--- src/rtl/imm_ext_pipe.sv ---
// Pipelined immediate extender with a two-entry skid buffer.
// Results leave in strict FIFO order through a registered output stage.
module imm_ext_pipe #(
  parameter int IN_W  = 16,
  parameter int OUT_W = 32
) (
  input  logic             clk,
  input  logic             reset,
  input  logic             flush,
  input  logic             in_valid,
  output logic             in_ready,
  input  logic [IN_W-1:0]  in_imm,
  input  logic [2:0]       in_op,
  output logic             out_valid,
  input  logic             out_ready,
  output logic [OUT_W-1:0] out_data,
  output logic [2:0]       out_op,
  output logic             err
);

  localparam int Z = OUT_W - IN_W;

  logic             out_valid_q, out_valid_d;
  logic [OUT_W-1:0] out_data_q, out_data_d;
  logic [2:0]       out_op_q, out_op_d;
  logic             skid_valid_q, skid_valid_d;
  logic [OUT_W-1:0] skid_data_q, skid_data_d;
  logic [2:0]       skid_op_q, skid_op_d;
  logic             err_q, err_d;

  logic [OUT_W-1:0] zext, sext, res;
  logic             illegal;
  logic             accept, drain;

  assign zext = {{Z{1'b0}}, in_imm};
  assign sext = {{Z{in_imm[IN_W-1]}}, in_imm};

  always_comb begin
    res     = zext;
    illegal = 1'b0;
    unique case (in_op)
      3'b000:  res = zext;
      3'b001:  res = sext;
      3'b010:  res = {in_imm, {Z{1'b0}}};
      3'b011:  res = sext << 2;
      3'b100:  res = zext << 2;
      default: begin
        res     = zext;
        illegal = 1'b1;
      end
    endcase
  end

  // Ready depends only on skid occupancy, so no path from out_ready.
  assign in_ready = !skid_valid_q;
  assign accept   = in_valid && in_ready && !flush;
  assign drain    = out_valid_q && out_ready;

  always_comb begin
    out_valid_d  = out_valid_q;
    out_data_d   = out_data_q;
    out_op_d     = out_op_q;
    skid_valid_d = skid_valid_q;
    skid_data_d  = skid_data_q;
    skid_op_d    = skid_op_q;
    err_d        = err_q;
    if (flush) begin
      out_valid_d  = 1'b0;
      skid_valid_d = 1'b0;
    end else begin
      if (drain) begin
        if (skid_valid_q) begin
          out_data_d   = skid_data_q;
          out_op_d     = skid_op_q;
          skid_valid_d = 1'b0;
        end else if (accept) begin
          out_data_d = res;
          out_op_d   = in_op;
        end else begin
          out_valid_d = 1'b0;
        end
      end else if (accept) begin
        if (!out_valid_q) begin
          out_valid_d = 1'b1;
          out_data_d  = res;
          out_op_d    = in_op;
        end else begin
          skid_valid_d = 1'b1;
          skid_data_d  = res;
          skid_op_d    = in_op;
        end
      end
      err_d = err_q | (accept & illegal);
    end
  end

  always_ff @(posedge clk) begin
    if (reset) begin
      out_valid_q  <= 1'b0;
      out_data_q   <= '0;
      out_op_q     <= 3'b000;
      skid_valid_q <= 1'b0;
      skid_data_q  <= '0;
      skid_op_q    <= 3'b000;
      err_q        <= 1'b0;
    end else begin
      out_valid_q  <= out_valid_d;
      out_data_q   <= out_data_d;
      out_op_q     <= out_op_d;
      skid_valid_q <= skid_valid_d;
      skid_data_q  <= skid_data_d;
      skid_op_q    <= skid_op_d;
      err_q        <= err_d;
    end
  end

  assign out_valid = out_valid_q;
  assign out_data  = out_data_q;
  assign out_op    = out_op_q;
  assign err       = err_q;

endmodule

--- config.mk ---
export PLATFORM = sky130hd
export DESIGN_NAME = imm_ext_pipe
export DESIGN_NICKNAME = d
export VERILOG_FILES = /design/src/rtl/imm_ext_pipe.sv
export SDC_FILE = /design/constraint.sdc
export NUM_CORES = 1
export LEC_CHECK = 0
export BUFFER_PORTS_ARGS = -buffer_cell sky130_fd_sc_hd__buf_4
export CAP_MARGIN = 15
export CORE_UTILIZATION = 60
export CTS_CLUSTER_DIAMETER = 100
export DETAILED_ROUTE_END_ITERATION = 10
export PLACE_DENSITY_LB_ADDON = 0.3
export SLEW_MARGIN = 10
export SYNTH_ARGS = -nofsm -noshare
export SYNTH_HDL_FRONTEND = slang
export SYNTH_SLANG_ARGS = --single-unit
--- constraint.sdc ---
create_clock -name clk -period 2.9 [get_ports clk]
set_input_delay 0.145 -clock clk [delete_from_list [all_inputs] [get_ports clk]]
set_output_delay 0.145 -clock clk [all_outputs]
set_load 0.03 [all_outputs]
# ---- Word-level counts from Yosys, hierarchy flattened
# Index checks and enable logic that the tools add are counted.
dict set report word_totals {
  regBits 73
  latch_bits 0
  mem_bits_rw 0
  mem_bits_ro 0
  inputBits 24
  out_inout_bits 38
  elab_cells 49
  memories 0
}
dict set report op_classes {
  n_addsub 0
  multipliers 0
  div 0
  n_lt_le_gt_ge 0
  eq_ne 7
  shift 0
  n_mux 16
  n_bitwise 4
  reduce_logical 15
}
# op n
set ops {}
lappend ops {{32-bit 2-to-1 mux} 5}
lappend ops {{32-bit case mux with 4 select lines} 1}
lappend ops {{3-bit 2-to-1 mux} 5}
lappend ops {{4-bit AND reduction} 2}
lappend ops {{3-bit by 2-bit == test with 1-bit output, second input constant} 2}
lappend ops {{1-bit 2-to-1 mux} 5}
lappend ops {{5-bit OR reduction} 1}
lappend ops {{2-bit != test, second input constant} 2}
lappend ops {{2-bit nonzero test} 2}
lappend ops {{3-bit by 1-bit == test with 1-bit output, second input constant} 1}
lappend ops {{3-bit == test, second input constant} 1}
lappend ops {{1-bit logical AND} 3}
lappend ops {{3-bit logical NOT} 1}
lappend ops {{3-bit AND reduction} 1}
lappend ops {{3-bit OR reduction} 1}
lappend ops {{1-bit logical NOT} 2}
lappend ops {{2-bit by 1-bit != test with 1-bit output, second input constant} 1}
lappend ops {{1-bit NOT} 2}
lappend ops {{2-bit AND reduction} 1}
lappend ops {{2-bit OR reduction} 1}
lappend ops {{1-bit bitwise AND} 1}
lappend ops {{1-bit bitwise OR} 1}

# ---- Depth between registers and ports, before layout
# Gate-level depths: netlist of the first run.
dict set report logic_depth {
  depth_word 6
  mapped_depth 6
  mapped_depth_nobuf 4
}

# ---- Least setup slack after synthesis of the first run
# Ideal clock, no wire load.
dict set report synth_timing {
  kind {reg-to-reg}
  startpoint {register out_valid_q (netlist: out_valid)}
  endpoint {register out_data_q[23] (netlist: out_data[23])}
  setup_time_ns 0.088
  t_arrival_ns 1.551
  required_ns 2.812
  setup_slack_ns 1.261
  path_stages_with_launch 6
  n_path_buf 1
  period_less_slack_ns 1.639
  path_cell_list {dfxtp_1 > nand2_1 > a211oi_4 > buf_6 > nor2_1 > a311oi_2}
}
dict set report synth_via {
  elab_chain_len 3
  elab_cells_between_ends 5
  cone_classes {eq/ne (1); mux (1); reduce/logical (3)}
}
# item line_no
set synth_rtl {}
lappend synth_rtl {{from (decl)} 23} ;# logic out_valid_q, out_valid_d;
lappend synth_rtl {{from (signal assigned)} 107} ;# out_valid_q <= out_valid_d;
lappend synth_rtl {{1-bit logical AND} 57} ;# assign drain = out_valid_q && out_ready;
lappend synth_rtl {{2-bit by 1-bit != test with 1-bit output (no line) or 2-bit nonzero test (tied branches)} --}
lappend synth_rtl {{4-bit AND reduction (no line)} --}
lappend synth_rtl {{to (signal assigned)} 108} ;# out_data_q <= out_data_d;
lappend synth_rtl {{to (decl)} 24} ;# logic [OUT_W-1:0] out_data_q, out_data_d;
# Parallel ways exist; a longest one is shown, timed or not.
# A chain may end at the register's enable or synchronous reset.

# ---- Final worst setup path of the first run
dict set report layout_timing {
  startpoint {register skid_valid_q}
  endpoint {register out_data_q[12] (netlist: out_data[12])}
}
dict set report layout_via {
  elab_chain_len 5
  elab_cells_between_ends 8
  cone_classes {mux (2); reduce/logical (6)}
}
# item line_no
set layout_rtl {}
lappend layout_rtl {{from (decl)} 26} ;# logic skid_valid_q, skid_valid_d;
lappend layout_rtl {{from (signal assigned)} 110} ;# skid_valid_q <= skid_valid_d;
lappend layout_rtl {{1-bit logical NOT} 55} ;# assign in_ready = !skid_valid_q;
lappend layout_rtl {{1-bit logical AND (2 in a row)} 56} ;# assign accept = in_valid && in_ready && !flush;
lappend layout_rtl {{2-bit nonzero test (no line)} --}
lappend layout_rtl {{4-bit AND reduction (no line)} --}
# Parallel ways exist; a longest one is shown, timed or not.

==> impl_metrics.toml, run 1 <==
[synthesis]
mappedNetlistArea_um2 = 3671
synth-simple-area-share = 0.2720
syn-mean-instance-area_um2 = 7.895
ys_top_cells_by_area = "sky130_fd_sc_hd__dfxtp_1 (40%), sky130_fd_sc_hd__nand2_1 (9.9%), sky130_fd_sc_hd__a311oi_1 (6.0%)"
syn_nets = 489
synth-main-ff-cell = "sky130_fd_sc_hd__dfxtp_1"
combinational_family_with_the_most_area_after_synthesis = "simple AND/OR/NAND/NOR gates"
synth.yosys.warnings = 0
yosysSeqAreaShare = 0.3981
synth_top_area_cell = "sky130_fd_sc_hd__dfxtp_1"
async_reset_ff_frac = 0
synth_enable_flop_cells = 0
synth_top_area_share = 0.3981
yosys.area_share.adder = 0
most_common_cell_in_the_synthesized_netlist = "sky130_fd_sc_hd__nand2_1"
synth.ff_latch_count = 73
complex_gate_fraction_of_the_synthesized_area = 0.2502
yosysUniqueCellTypes = 47
synth_instances = 465
post_synth_xor_area_fraction = 0
synth_mux_area_frac = 0.005453
synth.top_cells.by_count = "sky130_fd_sc_hd__nand2_1 (97), sky130_fd_sc_hd__dfxtp_1 (73), sky130_fd_sc_hd__nor2_1 (37), sky130_fd_sc_hd__nand3_1 (28), sky130_fd_sc_hd__clkbuf_1 (27)"

[detailed_routing]
detail_route.vias_per_cell = 6.298
drtPass1Iterations = 5
avgRoutedWirePerCell_um = 16.14
drt_iter0_drc = 363
dr_total_vias = 3634
final_antenna_net_count = 0
drc = 0
routed_wl_um = 9313

[layout]
filler_cells = 498
diodes = 0
stdcell_area_um2 = 4260
drive_above_1_share = 0.1932
design.final.nets = 521
area_grow_syn2layout_pct = 16.05

[global_routing]
antenna_found_initial = 0
vias_in_the_first_global_route = 3243
pin_count_of_the_biggest_net_entering_global_routing = 70
first_pass_grt_wire_length_um = 14820
globalRouteTotalUtil = 0.3004
global_route.overflow_total = 0

[sta]
achievable-frequency_mhz = 507.4
worst_pin_slew_ns = 0.6902
finalWorstPathRequiredPeriod_ns = 1.971
maxSlewHeadroom = 0.5399
period_share = 0.6797
clock-skew-final_ns = 0.004309
timing.final.setup_violations = 0
layout_setup_ws_ns = 0.9290
setup_repair_after_global_routing_missed_its_margin = "no"
tns_ns = 0
report.final.hold_viol_count = 0
finalMaxSlewViolations = 0

[setup_path]
rrSetupSlack_ns = 0.93
crit_path_end_kind = "flop"
worstPathMaxFanout = 69
worstSetupPathType = "reg2reg"
worst_ep_required_time_ns = 3.14
worstPathArrival_ns = 2.21
critPathLaunchType = "flop"

[floorplanning]
design.die.area_um2 = 6435
boundaryPins = 62
fp.coreArea_um2 = 5921
floorplan.rows = 28
die-width_um = 80.22
die_height_um = 80.22
initial_core_utilization = 0.6200

[cts]
post_cts_hold_buffer_count = 0
htree_levels = 3
cts_sinks = 73
ctsResizeCount = 0
cts_tree = "done"
cts-root-to-sink-buffers = 2
cts_buffers = 9
clkTransAtPathRegs_ns = 0.08
clock-root-buffer = "sky130_fd_sc_hd__clkbuf_8"
postCtsSetupBuffers = 0
clock_insertion_delay_worst_skew_ns = 0.35

[worst_hold_path]
holdCritPathClass = "in2reg"

[place]
place_worst_setup_slack_ns = 0.9845
gpl.final_weighted_congestion = 0.8968
port_buffers = 61
hpwl_um = 6006
area_after_detailed_placement_um2 = 4040

[job]
max_cap_violations = 0

[power]
totalPowerFinal_uw = 2333
leakage_uw = 0.001625
vdd_ir_drop_max_mv = 0.4540
power_density_nw_per_um2 = 547.5

[status]
run_status = "finished clean"
## per-stage QoR
stage	utilization	instances	hold WS [ns]
after detailed placement	0.6824	561	0.3855
final	0.7196	577	0.02095
after floorplan	-	465	0.2235
after CTS	0.7196	577	0.01853
after global placement	0.6824	561	0.3835
after global routing	0.7196	577	0.01885
## critical path, cell delays in order, from the launching register on
cell,delay [ns]
sky130_fd_sc_hd__dfxtp_1,0.46
sky130_fd_sc_hd__nand2_1,0.13
sky130_fd_sc_hd__a211oi_4,0.24
sky130_fd_sc_hd__buf_4,0.56
sky130_fd_sc_hd__nor2_1,0.08
sky130_fd_sc_hd__a311oi_1,0.34
## registers in the layout (all words and copies together), names as in the netlist
| signal | cells |
|---|---|
| out_data | 32 |
| out_valid | 1 |
| err | 1 |
| skid_op_q | 3 |
| skid_valid_q | 1 |
| skid_data_q | 32 |
| out_op | 3 |
## cells by family after synthesis
| logic type | after synthesis |
|---|---|
| AO/OA/AOI/OAI | 118 |
| buffers and inverters | 58 |
| flip-flops | 73 |
| multiplexers | 2 |
| AND/OR/NAND/NOR | 214 |
## power breakdown
part           internal (uW)  switching, uW  total [uW]
sequential              1040           21.3        1060
combinational            137            245         382
clock                    507            382         889
## final timing paths
kind                                              startpoint                           end  cells after the start
worst max-delay path               skid_valid_q$_SDFFE_PP0P_     out_data[12]$_SDFFE_PP0P_                      5
worst min-delay path                               out_ready     skid_valid_q$_SDFFE_PP0P_                      2
worst max register to register     skid_valid_q$_SDFFE_PP0P_     out_data[12]$_SDFFE_PP0P_                      5
worst min register to register  skid_data_q[20]$_SDFFE_PP0P_  skid_data_q[20]$_SDFFE_PP0P_                      2
## final cells by class
class                           instances  area, um2  area share
Clock buffer                           11      141.4     0.03319
Clock inverter                          5      78.83     0.01850
Inverter                               12      45.04     0.01057
Multi-Input combinational cell        334       1937      0.4546
Sequential cell                        73       1461      0.3430
Tap cell                               75      93.84     0.02203
Timing Repair Buffer                   67      503.0      0.1181
## layer usage
| metal | global-route usage | vias to the layer above | wire length [um] |
|---|---|---|---|
| met5 | 0 | - | 0 |
| met4 | 0.1321 | 0 | 221 |
| met3 | 0.06136 | 26 | 683 |
| met2 | 0.5000 | 173 | 4477 |
| met1 | 0.3738 | 1681 | 3930 |
| li1 | - | 1754 | - |
## cells in the final DEF (no fill, tap or decap), types with 10 or more instances in the layout
cell / Yosys / routed
sky130_fd_sc_hd__a21oi_1: 24 / 24
sky130_fd_sc_hd__a221o_1: 12 / 12
sky130_fd_sc_hd__a311oi_1: 25 / 25
sky130_fd_sc_hd__buf_4: 1 / 67
sky130_fd_sc_hd__clkbuf_8: 0 / 10
sky130_fd_sc_hd__dfxtp_1: 73 / 73
sky130_fd_sc_hd__inv_1: 11 / 11
sky130_fd_sc_hd__nand2_1: 97 / 97
sky130_fd_sc_hd__nand2b_1: 11 / 11
sky130_fd_sc_hd__nand3_1: 28 / 28
sky130_fd_sc_hd__nand4_1: 13 / 13
sky130_fd_sc_hd__nor2_1: 37 / 37
sky130_fd_sc_hd__o21ai_0: 17 / 17
No activity file was read; power rests on OpenSTA's default activity.
==> run 2, diff against run 1 <==
--- a/config.mk
+++ b/config.mk
@@ -7,7 +7,7 @@
 export LEC_CHECK = 0
 export BUFFER_PORTS_ARGS = -buffer_cell sky130_fd_sc_hd__buf_4
 export CAP_MARGIN = 15
-export CORE_UTILIZATION = 60
+export CORE_UTILIZATION = 51
 export CTS_CLUSTER_DIAMETER = 100
 export DETAILED_ROUTE_END_ITERATION = 10
 export PLACE_DENSITY_LB_ADDON = 0.3
==> constraint.sdc (replaced) <==
create_clock -name clk -period 1.8 [get_ports clk]
set_input_delay 0.09 -clock clk [delete_from_list [all_inputs] [get_ports clk]]
set_output_delay 0.09 -clock clk [all_outputs]
set_load 0.03 [all_outputs]
==> run 2 against run 1 <==
Net effect:
- cell area is 3.5% higher
- flip-flop and latch count is the same
- wire length is 2.2% higher
- critical path depth unchanged
- largest power group unchanged
- hold slack improved by 0.020 ns
- non-clock buffer count up 13
- sequential share of layout area is 1.2 points lower
- global-route usage decreased by 4.0 points
- clock power is 48% higher
- largest cell class unchanged
- clock-buffer cell count is the same
- utilization decreased by 7.8 points
==> impl_metrics.toml, run 2 (synthesis results as in run 1) <==
[sta]
finalMaxSlewViolations = 0
maxSlewHeadroom = 0.6231
report.final.hold_viol_count = 0
finalWorstPathRequiredPeriod_ns = 1.603
worst_pin_slew_ns = 0.5582
timing.final.setup_violations = 0
setup_repair_after_global_routing_missed_its_margin = "no"
period_share = 0.8906
clock-skew-final_ns = 0.009119
achievable-frequency_mhz = 623.8
tns_ns = 0

[layout]
stdcell_area_um2 = 4409
drive_above_1_share = 0.2101
most_frequent_standard_cell_in_the_layout_excluding_fill_and_tap_cells = "sky130_fd_sc_hd__nand2_1"
final_core_utilization = 0.6419
finish.cell_count_without_fillers = 610
area_grow_syn2layout_pct = 20.11
diodes = 0
design.final.nets = 534
mostFrequentLayoutCells = "sky130_fd_sc_hd__nand2_1 (97), sky130_fd_sc_hd__buf_4 (75), sky130_fd_sc_hd__dfxtp_1 (73)"

[cts]
post_cts_hold_buffer_count = 2
clkTransAtPathRegs_ns = 0.07
cts_buffers = 9
clock-root-buffer = "sky130_fd_sc_hd__clkbuf_8"
cts_tree = "done"
clock_insertion_delay_worst_skew_ns = 0.34
cts_sinks = 73
postCtsSetupBuffers = 0
htree_levels = 3
ctsResizeCount = 0
cts-root-to-sink-buffers = 2

[global_routing]
antenna_found_initial = 0
first_pass_grt_wire_length_um = 15450
vias_in_the_first_global_route = 3202
pin_count_of_the_biggest_net_entering_global_routing = 50
global_route.overflow_total = 0
globalRouteTotalUtil = 0.2600

[worst_hold_path]
hold_depth = 3
hold_start = "in_imm[0]"
holdCritPathClass = "in2reg"
hold-path-endpoint = "skid_data_q[0]$_SDFFE_PP0P_"

[power]
leakage_uw = 0.001683
totalPowerFinal_uw = 3672
vdd_ir_drop_max_mv = 0.4042
power_density_nw_per_um2 = 832.8

[setup_path]
crit_path_end_kind = "flop"
critical_path.reg2reg.endpoint = "out_data[7]$_SDFFE_PP0P_"
cp_slowest_cell = "sky130_fd_sc_hd__dfxtp_1"
critical_path.cell_chain = "nand2_1 -> a211oi_4 -> buf_12 -> nor2_1 -> a311oi_1"
path_delay_family = "compound AO/OA/AOI/OAI gates"
critPathLaunchType = "flop"
worstPathMaxFanout = 49
r2r.worst_path.cells = 5
rrSetupSlack_ns = 0.20
worst_ep_required_time_ns = 2.04
worstSetupPathType = "reg2reg"
critical_path_s_largest_stage_delay_ns = 0.46
regToRegStartpoint = "skid_valid_q$_SDFFE_PP0P_"
timing.critical_path.buf_inv = 1
worstPathArrival_ns = 1.85

[place]
placed_cells_incl_taps = 593
area_after_detailed_placement_um2 = 4187
hpwl_um = 6366
gpl.final_weighted_congestion = 0.8821
port_buffers = 61

[floorplanning]
fp.coreArea_um2 = 6869
floorplan.rows = 30
die_height_um = 86.84
design.die.area_um2 = 7541
boundaryPins = 62
die-width_um = 86.84
initial_core_utilization = 0.5344

[detailed_routing]
final_antenna_net_count = 0
drc = 0
avgRoutedWirePerCell_um = 15.60
dr_total_vias = 3636
detail_route.vias_per_cell = 5.961
drt_iter0_drc = 376
routed_wl_um = 9514
drtPass1Iterations = 5

[job]
max_cap_violations = 0

[status]
run_status = "finished clean"
-- run 2: power by group --
| group | switching [uW] | internal [uW] | leakage [uW] | total [uW] |
|---|---|---|---|---|
| sequential | 33.8 | 1670 | 0.000595 | 1710 |
| clock | 612 | 711 | 0.000102 | 1320 |
| combinational | 399 | 241 | 0.000987 | 641 |
| total | 1040 | 2630 | 0.00168 | 3670 |
-- run 2: area by class of cell --
cell class                 count  area [um2]
multi-input combinational    334        1937
fill                         619        2460
tap                           96       120.1
timing repair buffer          80       643.1
clock buffer                  11       151.4
inverter                      12       45.04
clock inverter                 4       51.30
sequential                    73        1461
-- run 2: per-layer routing --
metal  share of wire  routed length, um  vias up  track usage
met5               0                  0        -            0
met4           0.015                146        0      0.09394
met3           0.054                510       15      0.03429
met2            0.48               4531      136       0.4230
met1            0.45               4326     1711       0.3523
li1                -                  -     1774            -
-- run 2: worst max path at each step --
stage	to	slack (ns)	start	cells past startpoint
3_5_place_dp	out_data[30]$_SDFFE_PP0P_	0.23	skid_valid_q$_SDFFE_PP0P_	5
3_3_place_gp	out_data[30]$_SDFFE_PP0P_	0.25	skid_valid_q$_SDFFE_PP0P_	5
2_1_floorplan	out_data[23]$_SDFFE_PP0P_	0.16	out_valid$_SDFFE_PP0P_	5
4_1_cts	out_data[30]$_SDFFE_PP0P_	0.21	skid_valid_q$_SDFFE_PP0P_	5
5_1_grt	out_data[19]$_SDFFE_PP0P_	0.08	out_valid$_SDFFE_PP0P_	5
6_report	out_data[7]$_SDFFE_PP0P_	0.20	skid_valid_q$_SDFFE_PP0P_	5
-- run 2: tightest hold or removal path, stage by stage --
cell and delay, ns:
sky130_fd_sc_hd__buf_4 0.13, sky130_fd_sc_hd__nand3_1 0.06, sky130_fd_sc_hd__a21oi_1 0.06
-- run 2: stage by stage --
| step | hold slack (ns) | worst slack (ns) |
|---|---|---|
| after floorplan | 0.1685 | 0.1609 |
| after global placement | 0.3287 | 0.2508 |
| after detailed placement | 0.3413 | 0.2252 |
| after CTS | 0.03443 | 0.2143 |
| after global routing | 0.06552 | 0.07819 |
| final | 0.04123 | 0.1969 |
